[src/rtl/ahb_ssram_pkg.sv]
// Shared definitions for the AHB-Lite to synchronous SRAM controller:
// bus encodings, controller states, the data width and the byte-lane mask helper.
package ahb_ssram_pkg;

  localparam int DATA_W = 32;

  localparam logic [1:0] HTRANS_IDLE   = 2'b00;
  localparam logic [1:0] HTRANS_BUSY   = 2'b01;
  localparam logic [1:0] HTRANS_NONSEQ = 2'b10;
  localparam logic [1:0] HTRANS_SEQ    = 2'b11;

  localparam logic [2:0] HSIZE_BYTE = 3'd0;
  localparam logic [2:0] HSIZE_HALF = 3'd1;
  localparam logic [2:0] HSIZE_WORD = 3'd2;

  typedef enum logic [2:0] {
    ST_IDLE    = 3'd0,
    ST_RMW_RD  = 3'd1,
    ST_RMW_MRG = 3'd2,
    ST_ERR1    = 3'd3,
    ST_ERR2    = 3'd4
  } state_e;

  // Little-endian byte lanes touched by a transfer of the given size.
  function automatic logic [3:0] byte_mask(input logic [2:0] size, input logic [1:0] addr_lo);
    logic [3:0] m;
    case (size)
      HSIZE_BYTE: m = 4'b0001 << addr_lo;
      HSIZE_HALF: m = 4'b0011 << {addr_lo[1], 1'b0};
      default:    m = 4'hF;
    endcase
    return m;
  endfunction

endpackage

[src/rtl/ahb_ssram_ctrl_if.sv]
// AHB-Lite slave-side bus bundle for the SSRAM controller.
interface ahb_ssram_ctrl_if;
  logic        HSEL;
  logic [31:0] HADDR;
  logic [1:0]  HTRANS;
  logic        HWRITE;
  logic [2:0]  HSIZE;
  logic [31:0] HWDATA;
  logic        HREADY;
  logic [31:0] HRDATA;
  logic        HREADYOUT;
  logic        HRESP;

  modport slave (
    input  HSEL, HADDR, HTRANS, HWRITE, HSIZE, HWDATA, HREADY,
    output HRDATA, HREADYOUT, HRESP
  );

  modport master (
    output HSEL, HADDR, HTRANS, HWRITE, HSIZE, HWDATA, HREADY,
    input  HRDATA, HREADYOUT, HRESP
  );
endinterface

[src/rtl/ahb_ssram_wbuf.sv]
// One-entry posted write buffer: holds a write that lost the RAM port to a
// read, drains it when the port is free, and forwards it to reads that hit.
module ahb_ssram_wbuf
  import ahb_ssram_pkg::*;
#(
  parameter int ADDR_WIDTH = 10
) (
  input  logic                  clk,
  input  logic                  rst_n,
  input  logic                  load,
  input  logic [ADDR_WIDTH-1:0] load_addr,
  input  logic [DATA_W-1:0]     load_data,
  input  logic [3:0]            load_mask,
  input  logic                  port_busy,
  input  logic [ADDR_WIDTH-1:0] fwd_addr,
  input  logic [DATA_W-1:0]     ram_dout,
  output logic                  drain,
  output logic [ADDR_WIDTH-1:0] buf_addr,
  output logic [DATA_W-1:0]     buf_data,
  output logic [DATA_W-1:0]     fwd_data
);

  logic       buf_valid;
  logic [3:0] buf_mask;

  // A full-word entry is written back whenever nobody else owns the port.
  assign drain = buf_valid & (&buf_mask) & ~port_busy;

  // Read hits on the pending entry return the buffered word, not stale RAM.
  assign fwd_data = (buf_valid && (buf_addr == fwd_addr)) ? buf_data : ram_dout;

  // Entry valid flag: set on load, cleared once drained.
  always_ff @(posedge clk or negedge rst_n) begin
    if (!rst_n) begin
      buf_valid <= 1'b0;
    end else if (load) begin
      buf_valid <= 1'b1;
    end else if (drain) begin
      buf_valid <= 1'b0;
    end
  end

  // Entry payload, captured on load only.
  always_ff @(posedge clk) begin
    if (load) begin
      buf_addr <= load_addr;
      buf_data <= load_data;
      buf_mask <= load_mask;
    end
  end

endmodule

[src/rtl/ahb_ssram_ctrl.sv]
// AHB-Lite slave front end for a single-port write-first synchronous RAM.
// Word reads/writes run with zero wait states; a write whose data phase
// collides with a read address phase is parked in ahb_ssram_wbuf.
// Build option: define AHB_SSRAM_RMW_EN to service byte/halfword writes by
// read-modify-write (one wait state); otherwise they get an ERROR response.
module ahb_ssram_ctrl
  import ahb_ssram_pkg::*;
#(
  parameter int ADDR_WIDTH = 10
) (
  input  logic                  HCLK,
  input  logic                  HRESETn,
  ahb_ssram_ctrl_if.slave       bus,
  output logic                  ram_en,
  output logic                  ram_we,
  output logic [ADDR_WIDTH-1:0] ram_addr,
  output logic [DATA_W-1:0]     ram_di,
  input  logic [DATA_W-1:0]     ram_dout
);

  localparam logic [3:0] FULL_MASK = 4'hF;

  state_e                  state, state_nxt;
  logic                    accept, illegal, rd_acc;
  logic                    vld_p1, write_p1;
  logic [ADDR_WIDTH-1:0]   addr_p1;
  logic [ADDR_WIDTH-1:0]   rd_word;
  logic                    wr_word, rmw_rd, rmw_mrg;
  logic                    port_busy, buf_load, drain;
  logic [DATA_W-1:0]       load_data, buf_data, fwd_data;
  logic [ADDR_WIDTH-1:0]   buf_addr;
  logic                    unused_bits;

  assign unused_bits = ^{bus.HADDR, bus.HTRANS[0]};

  assign accept  = bus.HSEL & bus.HTRANS[1] & bus.HREADY;
  assign rd_word = bus.HADDR[ADDR_WIDTH+1:2];

`ifdef AHB_SSRAM_RMW_EN
  logic              sub_acc;
  logic [3:0]        mask_p1;
  logic [DATA_W-1:0] merged;

  // Replace only the byte lanes being written.
  function automatic logic [DATA_W-1:0] merge_bytes(input logic [DATA_W-1:0] old_w,
                                                    input logic [DATA_W-1:0] new_w,
                                                    input logic [3:0]        mask);
    logic [DATA_W-1:0] r;
    for (int i = 0; i < 4; i++) begin
      r[8*i +: 8] = mask[i] ? new_w[8*i +: 8] : old_w[8*i +: 8];
    end
    return r;
  endfunction

  assign sub_acc   = accept & ~illegal & bus.HWRITE & (bus.HSIZE != HSIZE_WORD);
  assign rmw_rd    = (state == ST_RMW_RD);
  assign rmw_mrg   = (state == ST_RMW_MRG);
  assign merged    = merge_bytes(ram_dout, bus.HWDATA, mask_p1);
  assign load_data = rmw_mrg ? merged : bus.HWDATA;

  // Byte lanes of the pending sub-word write.
  always_ff @(posedge HCLK) begin
    if (bus.HREADY) begin
      mask_p1 <= byte_mask(bus.HSIZE, bus.HADDR[1:0]);
    end
  end
`else
  assign rmw_rd    = 1'b0;
  assign rmw_mrg   = 1'b0;
  assign load_data = bus.HWDATA;
`endif

  // Illegal sizes and misaligned halfwords are refused before touching the RAM.
  always_comb begin
    illegal = (bus.HSIZE > HSIZE_WORD) ||
              ((bus.HSIZE == HSIZE_HALF) && bus.HADDR[0]);
`ifndef AHB_SSRAM_RMW_EN
    if (bus.HWRITE && (bus.HSIZE != HSIZE_WORD)) illegal = 1'b1;
`endif
  end

  assign rd_acc = accept & ~illegal & ~bus.HWRITE;

  // Address phase -> data phase: remember what the bus committed to.
  always_ff @(posedge HCLK or negedge HRESETn) begin
    if (!HRESETn) begin
      vld_p1 <= 1'b0;
    end else if (bus.HREADY) begin
      vld_p1 <= accept & ~illegal;
    end
  end

  // Data-phase address and direction, captured with the transfer.
  always_ff @(posedge HCLK) begin
    if (bus.HREADY) begin
      write_p1 <= bus.HWRITE;
      addr_p1  <= rd_word;
    end
  end

  // A word write completes in its (single) data phase cycle.
  assign wr_word = vld_p1 & write_p1 & (state == ST_IDLE);

  // Next-state logic: error and RMW sequences are entered on acceptance.
  always_comb begin
    state_nxt = ST_IDLE;
    case (state)
      ST_ERR1:    state_nxt = ST_ERR2;
`ifdef AHB_SSRAM_RMW_EN
      ST_RMW_RD:  state_nxt = ST_RMW_MRG;
`endif
      default: begin
        if (accept && illegal) state_nxt = ST_ERR1;
`ifdef AHB_SSRAM_RMW_EN
        else if (sub_acc)      state_nxt = ST_RMW_RD;
`endif
      end
    endcase
  end

  // Controller state register.
  always_ff @(posedge HCLK or negedge HRESETn) begin
    if (!HRESETn) state <= ST_IDLE;
    else          state <= state_nxt;
  end

  // Write data that cannot reach the RAM this cycle (a read owns the port)
  // is parked; otherwise it is written straight through.
  assign port_busy = rmw_rd | rd_acc | wr_word | rmw_mrg;
  assign buf_load  = (wr_word | rmw_mrg) & rd_acc;

  ahb_ssram_wbuf #(.ADDR_WIDTH(ADDR_WIDTH)) u_wbuf (
    .clk       (HCLK),
    .rst_n     (HRESETn),
    .load      (buf_load),
    .load_addr (addr_p1),
    .load_data (load_data),
    .load_mask (FULL_MASK),
    .port_busy (port_busy),
    .fwd_addr  (addr_p1),
    .ram_dout  (ram_dout),
    .drain     (drain),
    .buf_addr  (buf_addr),
    .buf_data  (buf_data),
    .fwd_data  (fwd_data)
  );

  // RAM port arbitration: RMW read, then read address phase, then direct write, then drain.
  always_comb begin
    ram_en   = 1'b0;
    ram_we   = 1'b0;
    ram_addr = rd_word;
    ram_di   = buf_data;
    if (rmw_rd) begin
      ram_en   = 1'b1;
      ram_addr = addr_p1;
    end else if (rd_acc) begin
      ram_en   = 1'b1;
      ram_addr = rd_word;
    end else if (wr_word || rmw_mrg) begin
      ram_en   = 1'b1;
      ram_we   = 1'b1;
      ram_addr = addr_p1;
      ram_di   = load_data;
    end else if (drain) begin
      ram_en   = 1'b1;
      ram_we   = 1'b1;
      ram_addr = buf_addr;
      ram_di   = buf_data;
    end
  end

  assign bus.HRDATA    = (vld_p1 && !write_p1) ? fwd_data : '0;
  assign bus.HREADYOUT = ~((state == ST_RMW_RD) || (state == ST_ERR1));
  assign bus.HRESP     = (state == ST_ERR1) || (state == ST_ERR2);

endmodule

[src/flat_wrapper.sv]
// flat-port wrapper written by rule: the top's interface ports become plain ports
module ahb_ssram_ctrl_flat import ahb_ssram_pkg::*;
#(
  parameter int ADDR_WIDTH = 10
)
  (HCLK, HRESETn, ram_en, ram_we, ram_addr, ram_di, ram_dout, bus_HSEL, bus_HADDR, bus_HTRANS, bus_HWRITE, bus_HSIZE, bus_HWDATA, bus_HREADY, bus_HRDATA, bus_HREADYOUT, bus_HRESP);
  ahb_ssram_ctrl_if bus_i ();
  input  logic HCLK;
  input  logic HRESETn;
  output logic ram_en;
  output logic ram_we;
  output logic [ADDR_WIDTH-1:0] ram_addr;
  output logic [DATA_W-1:0] ram_di;
  input  logic [DATA_W-1:0] ram_dout;
  input wire logic [$bits(bus_i.HSEL)-1:0] bus_HSEL;
  input wire logic [$bits(bus_i.HADDR)-1:0] bus_HADDR;
  input wire logic [$bits(bus_i.HTRANS)-1:0] bus_HTRANS;
  input wire logic [$bits(bus_i.HWRITE)-1:0] bus_HWRITE;
  input wire logic [$bits(bus_i.HSIZE)-1:0] bus_HSIZE;
  input wire logic [$bits(bus_i.HWDATA)-1:0] bus_HWDATA;
  input wire logic [$bits(bus_i.HREADY)-1:0] bus_HREADY;
  output wire logic [$bits(bus_i.HRDATA)-1:0] bus_HRDATA;
  output wire logic [$bits(bus_i.HREADYOUT)-1:0] bus_HREADYOUT;
  output wire logic [$bits(bus_i.HRESP)-1:0] bus_HRESP;
  assign bus_i.HSEL = bus_HSEL;
  assign bus_i.HADDR = bus_HADDR;
  assign bus_i.HTRANS = bus_HTRANS;
  assign bus_i.HWRITE = bus_HWRITE;
  assign bus_i.HSIZE = bus_HSIZE;
  assign bus_i.HWDATA = bus_HWDATA;
  assign bus_i.HREADY = bus_HREADY;
  assign bus_HRDATA = bus_i.HRDATA;
  assign bus_HREADYOUT = bus_i.HREADYOUT;
  assign bus_HRESP = bus_i.HRESP;
  ahb_ssram_ctrl #(.ADDR_WIDTH(ADDR_WIDTH)) u_core (.HCLK(HCLK), .HRESETn(HRESETn), .bus(bus_i), .ram_en(ram_en), .ram_we(ram_we), .ram_addr(ram_addr), .ram_di(ram_di), .ram_dout(ram_dout));
endmodule
[config.mk]
export PLATFORM = sky130hd
export DESIGN_NAME = ahb_ssram_ctrl_flat
export DESIGN_NICKNAME = d
export VERILOG_FILES = /design/src/rtl/ahb_ssram_pkg.sv /design/src/rtl/ahb_ssram_ctrl_if.sv /design/src/rtl/ahb_ssram_wbuf.sv /design/src/rtl/ahb_ssram_ctrl.sv /design/src/flat_wrapper.sv
export SDC_FILE = /design/constraint.sdc
export NUM_CORES = 1
export LEC_CHECK = 0
export ABC_CLOCK_PERIOD_IN_PS = 11530
export CAP_MARGIN = 10
export CORE_ASPECT_RATIO = 0.75
export CORE_UTILIZATION = 42
export DETAILED_ROUTE_END_ITERATION = 6
export PLACE_DENSITY = 0.83
export SKIP_CTS_REPAIR_TIMING = 1
export SYNTH_ARGS = -nofsm -noshare
export SYNTH_HDL_FRONTEND = slang
export SYNTH_HIERARCHICAL = 1
export SYNTH_SLANG_ARGS = --single-unit
[constraint.sdc]
create_clock -name HCLK -period 11.53 [get_ports HCLK]
set_input_delay 2.306 -clock HCLK [delete_from_list [all_inputs] [get_ports HCLK]]
set_output_delay 2.306 -clock HCLK [all_outputs]
set_load 0.01 [all_outputs]
After elaboration in Yosys (flattened, before gate mapping)
Cells that the tools add are included.
{"block": "word_totals", "regBits": 58, "in_bits": 106, "output_inout_bits": 78, "elab_cells": 54}
{"block": "classes", "order_cmp": 1, "eq_ne": 6, "mux": 16, "bitwise_logic": 13, "reduce_logical": 11}
{"op": "$mux W32", "n": 4}
{"op": "$mux W10", "n": 3}
{"op": "$eq A10 B10 Y1", "n": 1}
{"op": "$and A1 B1 Y1", "n": 8}
{"op": "$mux W1", "n": 7}
{"op": "$eq A3 B1 Y1 const B", "n": 2}
{"op": "$logic_and A1 B1 Y1", "n": 5}
{"op": "$not A1 Y1", "n": 4}
{"op": "$eq A3 B2 Y1 const B", "n": 1}
{"op": "$eq A3 B3 Y1 const B", "n": 1}
{"op": "$gt A3 B2 Y1 const B", "n": 1}
{"op": "$logic_not A3 Y1", "n": 1}
{"op": "$logic_or A1 B1 Y1", "n": 3}
{"op": "$mux W3", "n": 1}
{"op": "$ne A3 B2 Y1 const B", "n": 1}
{"op": "$mux W2", "n": 1}
{"op": "$reduce_bool A2 Y1", "n": 1}
{"op": "$logic_not A1 Y1", "n": 1}
{"op": "$or A1 B1 Y1", "n": 1}

Longest topological paths before layout
Gate-level depths: netlist of run 1.
{"block": "depth", "ltp_word": 13, "ltp_mapped": 9, "depth_no_buf": 8}

Cells and area by module
Netlist of run 1, hierarchy kept.
{"mod": "ahb_ssram_wbuf", "instances": 1, "cells_each": 100, "area_each_um2": 1946.9, "seq_area_each_um2": 1406.3}
{"mod": "ahb_ssram_ctrl", "instances": 1, "cells_each": 129, "area_each_um2": 1417.6, "seq_area_each_um2": 405.4}

Least setup slack after synthesis of run 1
OpenSTA, ideal clock, no wires.
{"block": "synth_path", "path_type": "input-to-reg", "startpoint": "input port bus_HSIZE[1]", "endpoint": "register u_core.u_wbuf.buf_addr[0] (enable)", "t_arrival_ns": 6.251, "required_ns": 11.021, "path_slack_ns": 4.770, "stages": 3, "path_buffers": 0, "path_cell_list": "o21a_1 or4_1 nor3_1"}
{"block": "synth_via", "elab_chain_cells": 8, "word_cells_on_any_way": 11, "cone_classes": "1 x order compare; 2 x eq/ne; 1 x mux; 4 x bitwise; 3 x reduce/logical"}
{"element": "start, declared", "line_no": "flat_wrapper.sv:19", "text": "input wire logic [$bits(bus_i.HSIZE)-1:0] bus_HSIZE;"}
{"element": "branches (longest 3 deep; another with $gt A3 B2 Y1)"}
{"element": "$mux W1 *", "line_no": "ahb_ssram_ctrl.sv:78", "text": "if (bus.HWRITE && (bus.HSIZE != HSIZE_WORD)) illegal = 1'b1;"}
{"element": "$not A1 Y1 *", "line_no": "ahb_ssram_ctrl.sv:82", "text": "assign rd_acc = accept & ~illegal & ~bus.HWRITE;"}
{"element": "$and A1 B1 Y1 * (2 in a row)", "line_no": "ahb_ssram_ctrl.sv:82"}
{"element": "$and A1 B1 Y1 *", "line_no": "ahb_ssram_ctrl.sv:130", "text": "assign buf_load = (wr_word | rmw_mrg) & rd_acc;"}
{"element": "named net u_core.buf_load", "line_no": "ahb_ssram_ctrl.sv:29", "text": "logic port_busy, buf_load, drain;"}
{"element": "end signal, assigned", "line_no": "ahb_ssram_wbuf.sv:46", "text": "buf_addr <= load_addr;"}
{"element": "end, declared", "line_no": "ahb_ssram_wbuf.sv:18", "text": "output logic [ADDR_WIDTH-1:0] buf_addr,"}
Mark *: on every way through the listed nets, which the timed path passes.
A chain may end at the register's enable or synchronous reset.

Worst setup path in the final report of run 1
{"block": "layout_path", "startpoint": "input port bus_HREADY", "endpoint": "output port ram_addr[7]"}
{"block": "layout_via", "elab_chain_cells": 9}
{"element": "start, declared", "line_no": "flat_wrapper.sv:21", "text": "input wire logic [$bits(bus_i.HREADY)-1:0] bus_HREADY;"}
{"element": "$and A1 B1 Y1", "line_no": "ahb_ssram_ctrl.sv:36", "text": "assign accept = bus.HSEL & bus.HTRANS[1] & bus.HREADY;"}
{"element": "$and A1 B1 Y1 (2 in a row)", "line_no": "ahb_ssram_ctrl.sv:82"}
{"element": "$or A1 B1 Y1", "line_no": "ahb_ssram_ctrl.sv:129", "text": "assign port_busy = rmw_rd | rd_acc | wr_word | rmw_mrg;"}
{"element": "named net u_core.port_busy", "line_no": "ahb_ssram_ctrl.sv:29"}
{"element": "$not A1 Y1", "line_no": "ahb_ssram_wbuf.sv:27", "text": "assign drain = buf_valid & (&buf_mask) & ~port_busy;"}
{"element": "$and A1 B1 Y1", "line_no": "ahb_ssram_wbuf.sv:27"}
{"element": "named net u_core.drain", "line_no": "ahb_ssram_ctrl.sv:29"}
{"element": "$mux W10", "line_no": "ahb_ssram_ctrl.sv:165", "text": "end else if (drain) begin"}
{"element": "$mux W10", "line_no": "ahb_ssram_ctrl.sv:160", "text": "end else if (wr_word || rmw_mrg) begin"}
{"element": "$mux W10", "line_no": "ahb_ssram_ctrl.sv:157", "text": "end else if (rd_acc) begin"}
{"element": "end, declared", "line_no": "flat_wrapper.sv:12", "text": "output logic [ADDR_WIDTH-1:0] ram_addr;"}
The timed path passes the listed nets, and every way through them passes these cells.

==> flow_metrics.py, run 1 <==
metrics = {
    "sta": {
        "setup_viol": 0,
        "fin_crit_sh_pct": 70.0,
        "worst_pin_slew_ps": 827,
        "grt_setup_unrepaired": "false",
        "max_freq_mhz": 124,
        "hold_viol_final": 0,
        "slew_headroom_pct": 44.7,
        "drv_slew": 0,
        "worst_hold_slack_ps": 498,
        "fin_worst_skew_ps": 4.74,
        "min_period_ps": 8070,
        "fin_setup_tns_ps": 0,
    },
    "route": {
        "drc": 0,
        "wl_met3_um": 607,
        "vias_per_cell": 5.04,
        "firstDrtPassIters": 4,
        "top_layer": "met4",
        "via_count": 2540,
        "finalWirelength_mm": 8.42,
        "wl_per_cell_um": 16.7,
        "wl_met1_mm": 3.63,
        "ant_nets": 0,
        "drtIter0Drc": 117,
        "wl_met2_mm": 4.14,
    },
    "cts": {
        "htreeDepth": 3,
        "cts_tree": "built",
        "clock-root-buffer": "clkbuf_8",
        "clock_latency_ps": 330,
        "clkSinkCount": 61,
        "cts.path.max_buffers": 2,
        "clkTransAtPathRegs_ps": 70,
        "numCtsBuffers": 9,
    },
    "layout": {
        "fillers": 577,
        "num_antenna_cells": 0,
        "num-nets-final": 506,
        "final_layout_size_suffix_gt1_share_pct": 26.1,
        "syn2layout_area_growth_pct": 56.4,
        "final_common_cell": "clkdlybuf4s50_1",
        "finalCoreUtilization_pct": 69.8,
        "finalNonFillerCells": 504,
        "final_cell_mix": "161 x clkdlybuf4s50_1, 80 x mux2_2, 57 x edfxtp_1",
    },
    "synth": {
        "synth_flop_cell": "edfxtp_1",
        "netlist_instances": 229,
        "synth_top_area_cell": "edfxtp_1",
        "synthAdderAreaFrac_pct": 0.744,
        "synth-simple-area-share_pct": 8.81,
        "syn_area_mm2": 0.00336,
        "synth-compound-area-share_pct": 2.38,
        "synthTopCellsByArea": "edfxtp_1 51%, mux2_2 27%, and2_1 6.0%, dfrtp_1 3.0%, xnor2_1 2.6%",
        "ys_warn_count": 6,
        "synth-xor-area-share_pct": 2.60,
        "synthMuxAreaShare_pct": 28.1,
        "async_reset_ff_share_pct": 6.56,
        "synth-seq-cells": 61,
        "synth_top_area_share_pct": 50.9,
        "synth_top_family_by_area": "multiplexers",
        "post_synth_num_cell_types": 27,
        "synth_edf_count": 57,
        "ys_seq_area_share_pct": 53.8,
        "synth.avg_cell_area_um2": 14.7,
    },
    "worst_setup_path": {
        "critPathRequiredTime_ps": 9220,
        "start_kind": "input pin",
        "worstPathMaxFanout": 13,
        "cp.arrival_ps": 5770,
        "critPathKind": "input pin to primary output",
        "critPathCaptureType": "primary output",
    },
    "global_routing": {
        "overflow": 0,
        "grt_pass1_wl_mm": 13.2,
        "antenna_found_initial": 0,
        "grt_pass1_vias": 2632,
        "grt_max_degree": 33,
        "grtUsageTotal_pct": 20.4,
    },
    "worst_hold_path": {
        "hold_path_class": "register to register",
    },
    "floorplanning": {
        "num_rows": 27,
        "ios": 184,
        "fp.dieH_um": 79.5,
        "fp.dieArea_mm2": 0.00838,
        "die-width_um": 105,
        "coreArea_mm2": 0.00753,
        "start_util_pct": 44.7,
    },
    "outcome": {
        "status": "complete, no violations",
    },
    "placement": {
        "dp_cells": 487,
        "gp_congestion": 0.752,
        "portBuffers": 161,
        "dp_hpwl_mm": 6.08,
    },
    "power": {
        "power.leakage_nw": 1.83,
        "powerDensity_mw_per_mm2": 95.1,
        "peakVddDrop_mv": 0.0645,
    },
    "run": {
        "drv_cap": 0,
    },
}
[synth_stat cells (2+ instances only)]
library cell,instances
o21ai_0,2
mux2_1,4
and2_1,32
ha_1,2
edfxtp_1,57
inv_1,5
nand3_1,3
dfrtp_1,4
nor3_1,3
o21bai_1,2
buf_6,7
xnor2_1,10
clkbuf_1,3
nand4_1,3
mux2_2,80
[critical path, cell delays in order]
cell and delay, ps:
clkdlybuf4s50_1 850, nand3_1 340, or4_1 570, o21ai_0 220
nor3b_1 100, a31o_2 240, o41a_1 290, mux2_2 320
clkdlybuf4s50_1 530
[final timing paths]
path	endpoint	start	depth (start not counted)	slack, ps
worst max-delay path	ram_addr[7]	bus_HREADY	9	3460
max in group asynchronous	u_core/state[2]$_DFF_PN0_	HRESETn	1	9180
worst min register to register	u_core/u_wbuf/buf_addr[7]$_DFFE_PP_	u_core/addr_p1[7]$_DFFE_PP_	0	500
worst max register to register	u_core/u_wbuf/buf_addr[5]$_DFFE_PP_	u_core/state[1]$_DFF_PN0_	5	9820
worst min-delay path	u_core/u_wbuf/buf_addr[7]$_DFFE_PP_	u_core/addr_p1[7]$_DFFE_PP_	0	500
min in group asynchronous	u_core/vld_p1$_DFFE_PN0P_	HRESETn	1	2170
[layer usage]
| layer | up-vias | GRT usage (%) |
|---|---|---|
| met1 | 1234 | 25.0 |
| met3 | 6 | 7.10 |
| li1 | 1191 | - |
| met5 | - | 0 |
| met2 | 109 | 35.3 |
| met4 | 0 | 3.24 |
[kinds of logic (layout without fill, tap and decap cells)]
| kind of cell | Yosys count | in the layout |
|---|---|---|
| AND/OR/NAND/NOR | 47 | 47 |
| flip-flops | 61 | 61 |
| AO/OA/AOI/OAI | 8 | 8 |
| XOR/XNOR | 10 | 10 |
| buffers and inverters | 16 | 187 |
| adder cells (fa/ha/maj) | 2 | 2 |
| multiplexers | 84 | 84 |
| other | 1 | 4 |
[report_power, final]
part / total, mW / internal [mW] / leakage (nW) / switching [mW]
combinational: 0.0669 / 0.0461 / 1.16 / 0.0208
clock: 0.184 / 0.0981 / 0.0887 / 0.0858
sequential: 0.250 / 0.246 / 0.575 / 0.00323
total: 0.500 / 0.391 / 1.83 / 0.110
[area by class of cell]
class / instances / area, um^2 / share of cell area (%)
Tap cell: 101 / 126 / 2.40
Timing Repair Buffer: 166 / 1660 / 31.5
Multi-Input combinational cell: 155 / 1460 / 27.7
Inverter: 5 / 18.8 / 0.357
Sequential cell: 61 / 1810 / 34.4
Clock buffer: 9 / 124 / 2.35
Clock inverter: 7 / 66.3 / 1.26
[registers in the layout (all words and copies together) (netlist names)]
register / flops
u_core/u_wbuf/buf_addr: 10
u_core/u_wbuf/buf_mask: 4
u_core/state: 2
u_core/write_p1: 1
u_core/u_wbuf/buf_data: 32
u_core/addr_p1: 10
u_core/vld_p1: 1
u_core/u_wbuf/buf_valid: 1
[per-stage QoR]
step | setup WS (ps) | power (mW) | instance area, um^2
finish | 3460 | 0.500 | 5260
detailed placement | 3460 | 0.321 | 5060
CTS | 3440 | 0.508 | 5250
global placement | 3500 | 0.319 | 5060
floorplan | 4770 | 0.276 | 3380
global route | 3260 | 0.522 | 5260
Note: power is estimated with default switching activity, not from simulation.
==> run 2, diff against run 1 <==
ABC_CLOCK_PERIOD_IN_PS = 6500   (was 11530)
CORE_UTILIZATION = 36   (was 42)
PLACE_DENSITY = 0.75   (was 0.83)
clock period = 6.5 ns   (was 11.53 ns; I/O delays follow)
==> run 2 against run 1 <==
Compared with the run above:
- sequential cell count did not move
- non-clock buffer count did not move
- critical path depth rose by 1
- final area rose by 2.4%
- critical path type unchanged
- critical endpoint is now ram_addr[9]
==> flow_metrics.py, run 2 (synthesized netlist as in run 1, its figures left out) <==
metrics = {
    "layout": {
        "final_cell_mix": "161 x clkdlybuf4s50_1, 80 x mux2_2, 57 x edfxtp_1",
        "multi_input_area_mm2": 0.00146,
        "largest-register": "u_core/u_wbuf/buf_data",
        "final_common_cell": "clkdlybuf4s50_1",
        "final_layout_size_suffix_gt1_share_pct": 25.6,
        "fillers": 778,
        "syn2layout_area_growth_pct": 60.2,
        "top_regs": "u_core/u_wbuf/buf_data: 32 flops, u_core/addr_p1: 10 flops, u_core/u_wbuf/buf_addr: 10 flops",
        "finalNonFillerCells": 531,
        "largest_register_ffs": 32,
        "num-nets-final": 506,
        "num_antenna_cells": 0,
        "register_area_mm2": 0.00181,
    },
    "worst_setup_path": {
        "cpMostUsedCell": "clkdlybuf4s50_1",
        "start_kind": "input pin",
        "critPathKind": "input pin to primary output",
        "critPathCaptureType": "primary output",
        "slowest_stage": "or4_1",
        "critical_path_buf_inv_count": 3,
        "slowest_delay_ps": 560,
        "critPathRequiredTime_ps": 5200,
        "path_depth": 10,
        "worstRegToRegCells": 5,
        "path_cells": "clkdlybuf4s50_1, buf_4, nand3_1, or4_1, o21ai_0, nor3b_1, a31o_2, o41a_1, mux2_2, clkdlybuf4s50_1",
        "cp.arrival_ps": 4480,
        "critPathTopFamily": "buffers and inverters",
        "worstPathMaxFanout": 13,
    },
    "floorplanning": {
        "start_util_pct": 37.2,
        "coreArea_mm2": 0.00905,
        "fp.dieH_um": 85.7,
        "fp.dieArea_mm2": 0.00974,
        "num_rows": 30,
        "die-width_um": 114,
        "ios": 184,
    },
    "cts": {
        "cts.path.max_buffers": 2,
        "numCtsBuffers": 9,
        "clock-root-buffer": "clkbuf_16",
        "clock_latency_ps": 320,
        "htreeDepth": 3,
        "cts_tree": "built",
        "clkTransAtPathRegs_ps": 50,
        "clkSinkCount": 61,
    },
    "power": {
        "peakVddDrop_mv": 0.127,
        "power.leakage_nw": 1.87,
        "powerDensity_mw_per_mm2": 189,
    },
    "sta": {
        "slew_headroom_pct": 50.3,
        "hold_viol_final": 0,
        "max_freq_mhz": 173,
        "setup_viol": 0,
        "worst_pin_slew_ps": 743,
        "fin_crit_sh_pct": 88.9,
        "min_period_ps": 5780,
        "fin_worst_skew_ps": 8.62,
        "grt_setup_unrepaired": "false",
        "fin_setup_tns_ps": 0,
        "drv_slew": 0,
    },
    "placement": {
        "dp_cells": 514,
        "dp_hpwl_mm": 5.96,
        "gp_congestion": 0.705,
        "portBuffers": 161,
    },
    "global_routing": {
        "overflow": 0,
        "grtUsageTotal_pct": 17.9,
        "grt_max_degree": 48,
        "grt_pass1_vias": 2575,
        "grt_pass1_wl_mm": 13.3,
        "antenna_found_initial": 0,
    },
    "route": {
        "drtIter0Drc": 71,
        "vias_per_cell": 4.72,
        "wl_per_cell_um": 15.7,
        "via_count": 2508,
        "ant_nets": 0,
        "finalWirelength_mm": 8.34,
        "drc": 0,
        "firstDrtPassIters": 4,
    },
    "worst_hold_path": {
        "holdPathStages": 0,
        "hold_path_class": "register to register",
    },
    "run": {
        "drv_cap": 0,
    },
    "outcome": {
        "status": "complete, no violations",
    },
}
[run 2: layout make-up]
type | instances | share of cell area [%]
Inverter | 5 | 0.348
Clock buffer | 11 | 4.32
Multi-Input combinational cell | 155 | 27.0
Clock inverter | 5 | 0.952
Sequential cell | 61 | 33.6
Timing Repair Buffer | 166 | 30.7
Tap cell | 128 | 2.97
[run 2: power by group]
group          total (mW)  switching [mW]  internal [mW]  leakage (nW)
Clock               0.455           0.161          0.294         0.137
Combinational       0.119          0.0368         0.0822          1.16
Sequential          0.444         0.00555          0.438         0.575
Total                1.02           0.203          0.814          1.87
[run 2: metal layers]
layer,vias up,global-route usage (%),routed length (um),part of all wire (%)
met1,1212,22.4,3750,45
li1,1194,-,-,-
met5,-,0,0,0
met2,97,29.3,3940,47
met3,5,6.93,602,7.2
met4,0,3.71,48,0.58
[run 2: worst paths after layout]
path                                        startpoint                                  end  slack [ps]
hold / removal             u_core/addr_p1[7]$_DFFE_PP_  u_core/u_wbuf/buf_addr[7]$_DFFE_PP_         490
setup / recovery                            bus_HREADY                          ram_addr[9]         720
setup reg to reg             u_core/state[2]$_DFF_PN0_  u_core/u_wbuf/buf_addr[3]$_DFFE_PP_        4630
max in group asynchronous                      HRESETn            u_core/state[1]$_DFF_PN0_        5120
hold reg to reg            u_core/addr_p1[7]$_DFFE_PP_  u_core/u_wbuf/buf_addr[7]$_DFFE_PP_         490
min in group asynchronous                      HRESETn            u_core/state[2]$_DFF_PN0_        1190
[run 2: per-stage QoR]
stage               power [mW]  area [um^2]  worst slack, ps  utilization (%)  hold WS (ps)
finish                    1.02         5390              720             59.6           494
global placement         0.567         5090              823             56.3           476
global route              1.06         5390              552             59.6           506
CTS                       1.03         5370              720             59.4           491
floorplan                0.489         3380              746                -           467
detailed placement       0.570         5090              748             56.3           482
==> run 3, diff against run 2 <==
--- a/config.mk
+++ b/config.mk
@@ -8,4 +8,5 @@
 export ABC_CLOCK_PERIOD_IN_PS = 6500
-export CAP_MARGIN = 10
+export CAP_MARGIN = 20
 export CORE_ASPECT_RATIO = 0.75
+export CORE_MARGIN = 5
 export CORE_UTILIZATION = 36
==> constraint.sdc (replaced) <==
create_clock -name HCLK -period 6.5 [get_ports HCLK]
set_input_delay 1.95 -clock HCLK [delete_from_list [all_inputs] [get_ports HCLK]]
set_output_delay 1.95 -clock HCLK [all_outputs]
set_load 0.01 [all_outputs]
==> run 3 against run 2 <==
Compared with the run above:
- core utilization rose by 1.2 points
- hold slack improved by 1.6 ps
- non-clock buffer count rose by 8
- sequential share of layout area fell by 0.81 points
- critical path depth fell by 3
- fmax fell by 6.8%
- routed wire length rose by 10%
- total power rose by 2.2%
- clock skew barely moved
- critical endpoint is now ram_di[0]
- largest power group unchanged
==> flow_metrics.py, run 3 (synthesized netlist as in run 1, its figures left out) <==
metrics = {
    "worst_setup_path": {
        "critPathKind": "input pin to primary output",
        "critPathRequiredTime_ps": 4550,
        "critPathTopFamily": "buffers and inverters",
        "critPathCaptureType": "primary output",
        "cp.arrival_ps": 4250,
        "path_cells": "clkdlybuf4s50_1, o21a_1, buf_4, o41ai_4, buf_12, mux2_2, clkdlybuf4s50_1",
        "cpMostUsedCell": "clkdlybuf4s50_1",
        "critical_path_buf_inv_count": 4,
        "worstPathMaxFanout": 32,
        "start_kind": "input pin",
        "slowest_delay_ps": 510,
        "slowest_stage": "clkdlybuf4s50_1",
    },
    "run": {
        "drv_cap": 0,
    },
    "sta": {
        "grt_setup_unrepaired": "false",
        "hold_viol_final": 0,
        "fin_crit_sh_pct": 95.4,
        "fin_worst_skew_ps": 8.33,
        "drv_slew": 0,
        "slew_headroom_pct": 37.4,
        "fin_ws_ps": 297,
        "worst_pin_slew_ps": 936,
        "setup_viol": 0,
        "max_freq_mhz": 161,
        "min_period_ps": 6200,
    },
    "power": {
        "powerDensity_mw_per_mm2": 188,
        "power.leakage_nw": 2.03,
        "peakVddDrop_mv": 0.121,
        "power_mw": 1.04,
    },
    "placement": {
        "pre_cts_slack_ps": -280,
        "gp_congestion": 0.745,
        "dp_hpwl_mm": 6.85,
        "portBuffers": 161,
    },
    "cts": {
        "clkTransAtPathRegs_ps": 60,
        "htreeDepth": 3,
        "clock_latency_ps": 320,
        "cts.path.max_buffers": 2,
        "cts_tree": "built",
        "clkSinkCount": 61,
        "numCtsBuffers": 9,
        "clock-root-buffer": "clkbuf_16",
    },
    "global_routing": {
        "overflow": 0,
        "grt_pass1_vias": 2677,
        "grt_pass1_wl_mm": 13.9,
        "grtUsageTotal_pct": 15.6,
        "antenna_found_initial": 0,
        "grt_max_degree": 33,
    },
    "layout": {
        "top_regs": "u_core/u_wbuf/buf_data: 32 flops, u_core/addr_p1: 10 flops, u_core/u_wbuf/buf_addr: 10 flops",
        "final_layout_size_suffix_gt1_share_pct": 28.5,
        "largest_register_ffs": 32,
        "num-nets-final": 514,
        "final_common_cell": "clkdlybuf4s50_1",
        "finalCoreUtilization_pct": 60.8,
        "syn2layout_area_growth_pct": 64.2,
        "fillers": 779,
        "final_cell_mix": "150 x clkdlybuf4s50_1, 80 x mux2_2, 57 x edfxtp_1",
        "num_antenna_cells": 0,
        "largest-register": "u_core/u_wbuf/buf_data",
    },
    "floorplanning": {
        "fp.dieArea_mm2": 0.0114,
        "ios": 184,
        "fp.dieH_um": 93.7,
        "coreArea_mm2": 0.00908,
        "die-width_um": 122,
        "start_util_pct": 37.0,
        "num_rows": 30,
    },
    "route": {
        "firstDrtPassIters": 4,
        "ant_nets": 0,
        "drc": 0,
        "drtIter0Drc": 102,
        "top_layer": "met4",
        "wl_met2_mm": 4.62,
        "wl_met1_mm": 3.94,
        "finalWirelength_mm": 9.19,
        "wl_per_cell_um": 17.1,
        "wl_met3_um": 567,
        "vias_per_cell": 4.63,
        "via_count": 2496,
    },
    "worst_hold_path": {
        "hold_path_class": "register to register",
    },
    "outcome": {
        "status": "complete, no violations",
    },
}
==> run 3: cell count changes in the layout (fill, tap and decap cells not counted), sizes merged <==
| cell | delta |
|---|---|
| clkdlybuf4s50 | -11 |
| clkinvlp | +2 |
| inv | +1 |
| clkinv | -1 |
| buf | +8 |
| clkbuf | -2 |
| dlymetal6s2s | +11 |
==> run 3: cell type report <==
type,instances,area [um^2],share of cell area (%)
clock buffers,9,225,4.08
flip-flops and latches,61,1810,32.8
clock inverters,7,75.1,1.36
well taps,128,160,2.90
multi-input cells,155,1480,26.7
repair buffers,174,1760,31.8
inverters,5,18.8,0.340
==> run 3: layer usage <==
layer | vias to the layer above | track usage (%)
met1 | 1190 | 19.1
met2 | 92 | 27.3
met3 | 8 | 4.52
met4 | 0 | 3.36
li1 | 1206 | -
met5 | - | 0
==> run 3: worst paths after layout <==
kind                       slack, ps                             endpoint  depth (start not counted)                   startpoint
min in group asynchronous       1830  u_core/u_wbuf/buf_valid$_DFFE_PN0P_                          1                      HRESETn
min reg2reg                      500  u_core/u_wbuf/buf_addr[5]$_DFFE_PP_                          0  u_core/addr_p1[5]$_DFFE_PP_
max reg2reg                     4750  u_core/u_wbuf/buf_mask[0]$_DFFE_PP_                          5    u_core/state[1]$_DFF_PN0_
max                              300                            ram_di[0]                          7                 bus_HSIZE[1]
max in group asynchronous       4500            u_core/state[1]$_DFF_PN0_                          1                      HRESETn
min                              500  u_core/u_wbuf/buf_addr[5]$_DFFE_PP_                          0  u_core/addr_p1[5]$_DFFE_PP_
==> run 3: stage by stage <==
stage	hold WS, ps	cell area (um^2)	cells	TNS, ps
2_1_floorplan	467	3380	232	0
3_3_place_gp	476	5160	522	-2040
3_5_place_dp	482	5180	523	-2680
4_1_cts	494	5480	539	-2780
5_1_grt	513	5520	539	0
6_report	495	5520	539	0
==> run 3: where the power goes <==
part,total [mW],switching (mW),internal (mW)
registers,0.443,0.00553,0.438
logic,0.122,0.0379,0.0838
clock network,0.475,0.177,0.298
total,1.04,0.221,0.819
